$ cat src/rtl/mem_access_unit_if.sv
// ---------------------------------------------------------------------------
// mem_access_unit_if
//
// Bundles every signal between the load/store sequencer and its neighbours:
// the datapath request port, the doubleword memory port and the result port
// that feeds the downstream load extensor.
//
// Parameters:
//   MEM_AW      width of request and memory byte addresses
//
// Signals:
//   req_valid   request present
//   req_ready   sequencer idle; request accepted on req_valid & req_ready
//   req_store   1 = store, 0 = load
//   req_funct3  access size/sign code (b, h, w, d, bu, hu, wu)
//   req_addr    byte address
//   req_wdata   store data, right-justified
//   mem_addr    doubleword-aligned memory address
//   mem_rd      read strobe, held until mem_rvalid
//   mem_wr      single-cycle write strobe
//   mem_wdata   write data
//   mem_rdata   read data
//   mem_rvalid  mem_rdata valid
//   done        one-cycle completion pulse
//   misaligned  one-cycle error pulse (no memory access made)
//   ld_data     load data shifted down to bit 0, not yet extended
//   ld_select   funct3 of the captured load (extensor select)
//
// Modports:
//   slave   the sequencer itself (serves requests, drives the memory port)
//   master  the surrounding environment (datapath + memory)
// ---------------------------------------------------------------------------
interface mem_access_unit_if #(
    parameter int unsigned MEM_AW = 64
);

    logic              req_valid;
    logic              req_ready;
    logic              req_store;
    logic [2:0]        req_funct3;
    logic [MEM_AW-1:0] req_addr;
    logic [63:0]       req_wdata;

    logic [MEM_AW-1:0] mem_addr;
    logic              mem_rd;
    logic              mem_wr;
    logic [63:0]       mem_wdata;
    logic [63:0]       mem_rdata;
    logic              mem_rvalid;

    logic              done;
    logic              misaligned;
    logic [63:0]       ld_data;
    logic [2:0]        ld_select;

    modport slave (
        input  req_valid,
        input  req_store,
        input  req_funct3,
        input  req_addr,
        input  req_wdata,
        input  mem_rdata,
        input  mem_rvalid,
        output req_ready,
        output mem_addr,
        output mem_rd,
        output mem_wr,
        output mem_wdata,
        output done,
        output misaligned,
        output ld_data,
        output ld_select
    );

    modport master (
        output req_valid,
        output req_store,
        output req_funct3,
        output req_addr,
        output req_wdata,
        output mem_rdata,
        output mem_rvalid,
        input  req_ready,
        input  mem_addr,
        input  mem_rd,
        input  mem_wr,
        input  mem_wdata,
        input  done,
        input  misaligned,
        input  ld_data,
        input  ld_select
    );

endinterface

$ cat src/rtl/mem_access_unit.sv
// ---------------------------------------------------------------------------
// mem_access_unit
//
// Load/store sequencer between the datapath and a 64-bit doubleword data
// memory. Handles one request at a time:
//   - checks natural alignment; illegal requests pulse 'misaligned' and
//     never touch memory,
//   - loads read the doubleword and shift the addressed lane down to bit 0;
//     the raw result and funct3 go to the load extensor,
//   - sd writes directly, sb/sh/sw are read-modify-write.
//
// Ports:
//   clk    rising-edge clock
//   reset  asynchronous, active-high reset
//   bus    mem_access_unit_if.slave: request, memory and result signals
//
// Parameters:
//   MEM_AW width of request and memory addresses (must match the interface)
// ---------------------------------------------------------------------------
module mem_access_unit #(
    parameter int unsigned MEM_AW = 64
) (
    input logic              clk,
    input logic              reset,
    mem_access_unit_if.slave bus
);

    // -----------------------------------------------------------------------
    // State and registers
    // -----------------------------------------------------------------------
    typedef enum logic [2:0] {
        StIdle,
        StRead,
        StWrite,
        StResp,
        StErr
    } state_e;

    state_e            state_q, state_d;

    // Latched request
    logic              store_q, store_d;
    logic [2:0]        funct3_q, funct3_d;
    logic [MEM_AW-1:0] addr_q, addr_d;
    logic [63:0]       wdata_q, wdata_d;

    // Write data register: merged doubleword for sb/sh/sw, raw data for sd
    logic [63:0]       merge_q, merge_d;

    // Load result towards the extensor; only a load capture changes these
    logic [63:0]       ld_data_q, ld_data_d;
    logic [2:0]        ld_select_q, ld_select_d;

    // Decoded outputs
    logic              ready;
    logic              rd;
    logic              wr;
    logic              done_pulse;
    logic              mis_pulse;

    // -----------------------------------------------------------------------
    // Incoming request legality
    // -----------------------------------------------------------------------
    logic [2:0] req_off;
    logic       req_illegal;
    logic       req_is_sd;

    assign req_off   = bus.req_addr[2:0];
    assign req_is_sd = bus.req_store && (bus.req_funct3 == 3'b011);

    always_comb begin
        req_illegal = 1'b0;
        if (bus.req_funct3 == 3'b111) begin
            req_illegal = 1'b1;
        end else if (bus.req_store && bus.req_funct3[2]) begin
            // There are no unsigned stores
            req_illegal = 1'b1;
        end else begin
            // funct3[1:0] encodes the access size for both signed/unsigned
            unique case (bus.req_funct3[1:0])
                2'b00:   req_illegal = 1'b0;
                2'b01:   req_illegal = req_off[0];
                2'b10:   req_illegal = (req_off[1:0] != 2'b00);
                default: req_illegal = (req_off != 3'b000);
            endcase
        end
    end

    // -----------------------------------------------------------------------
    // Lane shift and read-modify-write merge for the latched request
    // -----------------------------------------------------------------------
    logic [5:0]  lane_shift;
    logic [63:0] size_mask;
    logic [63:0] lane_mask;
    logic [63:0] merged;
    logic [63:0] load_aligned;

    // Byte offset times eight
    assign lane_shift = {addr_q[2:0], 3'b000};

    always_comb begin
        size_mask = 64'h0;
        unique case (funct3_q[1:0])
            2'b00:   size_mask = 64'h0000_0000_0000_00ff;
            2'b01:   size_mask = 64'h0000_0000_0000_ffff;
            2'b10:   size_mask = 64'h0000_0000_ffff_ffff;
            default: size_mask = 64'hffff_ffff_ffff_ffff;
        endcase
    end

    assign lane_mask    = size_mask << lane_shift;
    assign merged       = (bus.mem_rdata & ~lane_mask) | ((wdata_q << lane_shift) & lane_mask);
    assign load_aligned = bus.mem_rdata >> lane_shift;

    // -----------------------------------------------------------------------
    // Next-state and output logic
    // -----------------------------------------------------------------------
    always_comb begin
        state_d     = state_q;
        store_d     = store_q;
        funct3_d    = funct3_q;
        addr_d      = addr_q;
        wdata_d     = wdata_q;
        merge_d     = merge_q;
        ld_data_d   = ld_data_q;
        ld_select_d = ld_select_q;

        ready      = 1'b0;
        rd         = 1'b0;
        wr         = 1'b0;
        done_pulse = 1'b0;
        mis_pulse  = 1'b0;

        unique case (state_q)
            StIdle: begin
                ready = 1'b1;
                if (bus.req_valid) begin
                    store_d  = bus.req_store;
                    funct3_d = bus.req_funct3;
                    addr_d   = bus.req_addr;
                    wdata_d  = bus.req_wdata;
                    if (req_illegal) begin
                        state_d = StErr;
                    end else if (req_is_sd) begin
                        // Full doubleword: no read needed
                        merge_d = bus.req_wdata;
                        state_d = StWrite;
                    end else begin
                        state_d = StRead;
                    end
                end
            end

            StRead: begin
                rd = 1'b1;
                if (bus.mem_rvalid) begin
                    if (store_q) begin
                        merge_d = merged;
                        state_d = StWrite;
                    end else begin
                        ld_data_d   = load_aligned;
                        ld_select_d = funct3_q;
                        state_d     = StResp;
                    end
                end
            end

            StWrite: begin
                wr      = 1'b1;
                state_d = StResp;
            end

            StResp: begin
                done_pulse = 1'b1;
                state_d    = StIdle;
            end

            StErr: begin
                mis_pulse = 1'b1;
                state_d   = StIdle;
            end

            default: begin
                state_d = StIdle;
            end
        endcase
    end

    // -----------------------------------------------------------------------
    // Registers
    // -----------------------------------------------------------------------
    always_ff @(posedge clk or posedge reset) begin
        if (reset) begin
            state_q     <= StIdle;
            store_q     <= 1'b0;
            funct3_q    <= 3'b000;
            addr_q      <= '0;
            wdata_q     <= 64'h0;
            merge_q     <= 64'h0;
            ld_data_q   <= 64'h0;
            ld_select_q <= 3'b000;
        end else begin
            state_q     <= state_d;
            store_q     <= store_d;
            funct3_q    <= funct3_d;
            addr_q      <= addr_d;
            wdata_q     <= wdata_d;
            merge_q     <= merge_d;
            ld_data_q   <= ld_data_d;
            ld_select_q <= ld_select_d;
        end
    end

    // -----------------------------------------------------------------------
    // Outputs
    // -----------------------------------------------------------------------
    // Strobes decode straight from state so reset drops them immediately.
    assign bus.req_ready  = ready;
    assign bus.mem_rd     = rd;
    assign bus.mem_wr     = wr;
    assign bus.done       = done_pulse;
    assign bus.misaligned = mis_pulse;

    assign bus.mem_addr   = {addr_q[MEM_AW-1:3], 3'b000};
    assign bus.mem_wdata  = merge_q;
    assign bus.ld_data    = ld_data_q;
    assign bus.ld_select  = ld_select_q;

endmodule

$ cat src/flat_wrapper.sv
// flat-port wrapper written by rule: the top's interface ports become plain ports
module mem_access_unit_flat 
#(
    parameter int unsigned MEM_AW = 64
)
  (clk, reset, bus_req_valid, bus_req_store, bus_req_funct3, bus_req_addr, bus_req_wdata, bus_mem_rdata, bus_mem_rvalid, bus_req_ready, bus_mem_addr, bus_mem_rd, bus_mem_wr, bus_mem_wdata, bus_done, bus_misaligned, bus_ld_data, bus_ld_select);
  mem_access_unit_if #(.MEM_AW(MEM_AW)) bus_i ();
  input logic clk;
  input logic reset;
  input wire logic [$bits(bus_i.req_valid)-1:0] bus_req_valid;
  input wire logic [$bits(bus_i.req_store)-1:0] bus_req_store;
  input wire logic [$bits(bus_i.req_funct3)-1:0] bus_req_funct3;
  input wire logic [$bits(bus_i.req_addr)-1:0] bus_req_addr;
  input wire logic [$bits(bus_i.req_wdata)-1:0] bus_req_wdata;
  input wire logic [$bits(bus_i.mem_rdata)-1:0] bus_mem_rdata;
  input wire logic [$bits(bus_i.mem_rvalid)-1:0] bus_mem_rvalid;
  output wire logic [$bits(bus_i.req_ready)-1:0] bus_req_ready;
  output wire logic [$bits(bus_i.mem_addr)-1:0] bus_mem_addr;
  output wire logic [$bits(bus_i.mem_rd)-1:0] bus_mem_rd;
  output wire logic [$bits(bus_i.mem_wr)-1:0] bus_mem_wr;
  output wire logic [$bits(bus_i.mem_wdata)-1:0] bus_mem_wdata;
  output wire logic [$bits(bus_i.done)-1:0] bus_done;
  output wire logic [$bits(bus_i.misaligned)-1:0] bus_misaligned;
  output wire logic [$bits(bus_i.ld_data)-1:0] bus_ld_data;
  output wire logic [$bits(bus_i.ld_select)-1:0] bus_ld_select;
  assign bus_i.req_valid = bus_req_valid;
  assign bus_i.req_store = bus_req_store;
  assign bus_i.req_funct3 = bus_req_funct3;
  assign bus_i.req_addr = bus_req_addr;
  assign bus_i.req_wdata = bus_req_wdata;
  assign bus_i.mem_rdata = bus_mem_rdata;
  assign bus_i.mem_rvalid = bus_mem_rvalid;
  assign bus_req_ready = bus_i.req_ready;
  assign bus_mem_addr = bus_i.mem_addr;
  assign bus_mem_rd = bus_i.mem_rd;
  assign bus_mem_wr = bus_i.mem_wr;
  assign bus_mem_wdata = bus_i.mem_wdata;
  assign bus_done = bus_i.done;
  assign bus_misaligned = bus_i.misaligned;
  assign bus_ld_data = bus_i.ld_data;
  assign bus_ld_select = bus_i.ld_select;
  mem_access_unit #(.MEM_AW(MEM_AW)) u_core (.clk(clk), .reset(reset), .bus(bus_i));
endmodule
$ cat config.mk
export PLATFORM = sky130hd
export DESIGN_NAME = mem_access_unit_flat
export DESIGN_NICKNAME = d
export VERILOG_FILES = /design/src/rtl/mem_access_unit_if.sv /design/src/rtl/mem_access_unit.sv /design/src/flat_wrapper.sv
export SDC_FILE = /design/constraint.sdc
export NUM_CORES = 1
export LEC_CHECK = 0
export ABC_CLOCK_PERIOD_IN_PS = 8680
export CORE_MARGIN = 10
export CORE_UTILIZATION = 50
export DETAILED_ROUTE_END_ITERATION = 6
export DONT_BUFFER_PORTS = 1
export PLACE_DENSITY = 0.68
export SLEW_MARGIN = 10
export SYNTH_ARGS = -nofsm -noshare
export SYNTH_HDL_FRONTEND = slang
export SYNTH_SLANG_ARGS = --single-unit
$ cat constraint.sdc
create_clock -name clk -period 8.68 [get_ports clk]
set_clock_uncertainty 0.2 [all_clocks]
set_input_delay 0.868 -clock clk [delete_from_list [all_inputs] [get_ports clk]]
set_output_delay 0.868 -clock clk [all_outputs]
set_load 0.02 [all_outputs]
==> results.md <==
- First-pass GRT wire length: 79760 um
- EDFF count, synth: 0
- Initial antenna violation count: 7
- WS Path Type: reg2reg
- Hold_ws: about 0.13 ns
- CTS resizes: 0
- Clock-pin slew on the worst setup and hold paths: around 0.06 ns
- Final Cycle Share: 45.93%
- Post-route DRC: 0
- Clk buf depth: 3
- Post-synthesis average cell area: ~11 um^2
- Hpwl dp: approximately 43000 um
- Hold buffers post-CTS: 0
- Synth Instances: ~1400
- Final hold violations: 0
- H-Tree Level Count: 1
- RePlAce Congestion: between 0.9 and 1
- Final ANT Viol Nets: 0
- Relative slew slack: between 20 and 30%
- Postcts setup bufs: 0
- Sequential Power Share: 41.9%
- Fin cells: between 1500 and 2000
- Synthesis-stage register bit count: around 270
- YS warnings: 0
- Final setup violation count: 0
- LEAKAGE: approximately 6.6 nW
- Commonest non-fill, non-tap cell in the layout: dfrtp_1
- P_int: just under 4 mW
- Crit path cell chain: or3b_2, buf_4, inv_6, nand3b_4, buf_4, nor2_1, a22o_1
- Final Worst Setup Slack: about 4.7 ns
- Vias in the first global route: approximately 11000
- Gate power share: between 40% and 50%
- PnR Total Power: about 7.5 mW
- Drt first pass iters: 5
- Power share of the clock group: between 10% and 20%
- NumNets Final: between 1000 and 1500
- Mapped cell area: roughly 15000 um^2
- Worst vdd ir: roughly 0.33 mV
- Vias/cell: about 6.6
- Die footprint: between 30000 and 40000 um^2
- CP endpoint kind: register
- Status: finished clean
- Worst min path class: in2async
- Clk sinks: 266
- Synth area leader: dfrtp_1
- Post-synth cell types: 65
- Maxcap violations: 0
- Worst EP required: roughly 9 ns
- WL final: between 50000 and 60000 um
- Switch share: 47.09%
- Die width: slightly below 200 um
- 1st-iter DRT viols: between 1000 and 1500
- Layout cell share with drive strength beyond 1: approximately 22%
- PortBufs: 0
- Synth top area share: around 44%
- Cell family with most CP delay: simple AND/OR/NAND/NOR gates
- Most frequent cells in the layout: 263 x dfrtp_1, 183 x mux2_2, 149 x nand2_1
- Dpl ws: 4.811 ns
- Worst Path Arrival: between 4 and 5 ns
- Cell Rows: 63
- Grt ovf: 0
- Clk_lat worst skew: roughly 0.57 ns
- Achievable Freq: approximately 250 MHz
- PD cells: approximately 480 nW/um^2
- Area grow syn2layout: 3.197%
- Clock buffer count from CTS: 30
- Top FF cell, synth: dfrtp_1
- Largest net degree at the start of global routing: ~120
- Most common cell on crit path: buf_4
- Wire length per cell: approximately 33 um
- CTS tree: done
- Initial Util: ~51%
- Slowest cell on crit path: nor2_1
- Fin crit period: 3.987 ns
- Gr usage total: about 28%
- # placed instances: about 1700
- Die H: ~190 um
- Synth async-reset ratio: between 90% and 100%
- Critical path launch point type: register
- R2R setup slack: around 4.7 ns
- Core Area: 29800 um^2
- Synth top area cells: dfrtp_1 44%, mux2_2 14%, mux2i_1 5.2%
- Final Max Tran Viols: 0
- Vias: approximately 11000
- Slowest cell delay on critical path: about 0.62 ns
- CTS Root Buffer Type: clkbuf_16
- RSZ-0062 raised after global routing: no
- Buffers & Inverters on Critical Path: 3
- Net Sw Power: between 3 and 4 mW
- Slew @ Worst Pin: around 1.1 ns
- Setup TNS: 0 ns
- Post-synthesis sequential area ratio: around 44%
- Maximum fanout along the worst path: 85
- Ports: 400
[per-stage QoR]
stage / utilization, % / instance area, um^2
5_1_grt: 52.46 / 15630
4_1_cts: 52.44 / 15630
3_3_place_gp: 49.12 / 14640
3_5_place_dp: 49.12 / 14640
2_1_floorplan: - / 15150
6_report: 52.46 / 15630
[registers in the layout (all words and copies together) (netlist names)]
| register | cells |
|---|---|
| u_core.addr_q | 64 |
| u_core.bus.ld_data | 64 |
| u_core.bus.mem_wdata | 64 |
| u_core.wdata_q | 64 |
| u_core.bus.ld_select | 3 |
| u_core.funct3_q | 3 |
| u_core.state_q | 3 |
| u_core.store_q | 1 |
[worst register-to-register path: cells and delay by family (launching register included)]
kind / cells / cell delay (ns)
simple gates: 3 / 1.57
buf+inv: 3 / 1.41
flops: 1 / 0.50
compound gates: 1 / 0.23
[metal layers]
metal	vias up	wire length (um)	global-route usage (%)
met4	10	2330	9.966
li1	4879	-	-
met3	112	7840	13.83
met5	-	90	0
met2	641	25190	43.63
met1	5596	20220	32.75
[kinds of logic (layout without fill, tap and decap cells)]
| logic type | after synthesis | in the layout | share of synthesized area (%) |
|---|---|---|---|
| buffers and inverters | 201 | 87 | 8.096 |
| DFF | 266 | 266 | 43.95 |
| and+or+nand+nor | 311 | 311 | 9.112 |
| muxes | 284 | 284 | 22.10 |
| other | 1 | 5 | 0.02476 |
| AOI/OAI and AO/OA | 365 | 365 | 16.72 |
[final timing paths]
kind                       depth (start not counted)                           start                             endpoint
max                                                7   u_core.state_q[0]$_DFFE_PP0P_   u_core.bus.ld_data[36]$_DFFE_PP0P_
min                                                1                           reset        u_core.addr_q[40]$_DFFE_PP0P_
max reg2reg                                        7   u_core.state_q[0]$_DFFE_PP0P_   u_core.bus.ld_data[36]$_DFFE_PP0P_
min reg2reg                                        1  u_core.funct3_q[2]$_DFFE_PP0P_  u_core.bus.ld_select[2]$_DFFE_PP0P_
max in group asynchronous                          2                           reset         u_core.addr_q[1]$_DFFE_PP0P_
min in group clk                                   2                 bus_req_addr[2]         u_core.addr_q[2]$_DFFE_PP0P_
[final cells by class]
class / instances / area [um^2]
repair buffers: 14 / 105.1
diodes: 2 / 5.005
multi-input cells: 963 / 7291
fillers: 2689 / 14170
inverters: 20 / 87.58
clock buffers: 45 / 887.1
well taps: 390 / 488.0
clock inverters: 8 / 101.3
flip-flops and latches: 266 / 6665
[power by group through the flow]
stage	clock network, mW	logic (mW)	registers [mW]
finish	1.27	3.07	3.12
global route	1.34	3.32	3.20
detailed placement	0	3.02	3.14
floorplan	0	3.00	2.47
CTS	1.29	3.03	3.12
global placement	0	2.98	3.12
[cells in the mapped netlist (2+ instances only)]
cell type,instances
dfrtp_1,266
mux2_2,183
nand2_1,149
nor2_1,92
o21ai_0,91
buf_4,87
mux2i_1,79
buf_2,58
a21oi_1,53
o211ai_1,32
a211oi_1,29
clkbuf_1,26
mux4_2,22
nor2b_1,20
inv_1,19
a22o_1,18
a31oi_1,18
a22oi_1,14
nand2b_1,12
o22a_1,11
a21o_1,10
a211oi_2,9
buf_6,9
nand3b_1,9
o31ai_1,9
o22ai_1,8
o311ai_0,8
a211o_1,7
a222oi_1,7
a311oi_1,7
and3_1,7
o2bb2ai_1,7
o211a_1,5
o311a_1,5
o21ai_1,4
and2_1,3
nor3_1,3
o21a_1,3
a21boi_0,2
nand3_1,2
(Power assumes the default switching activity.)
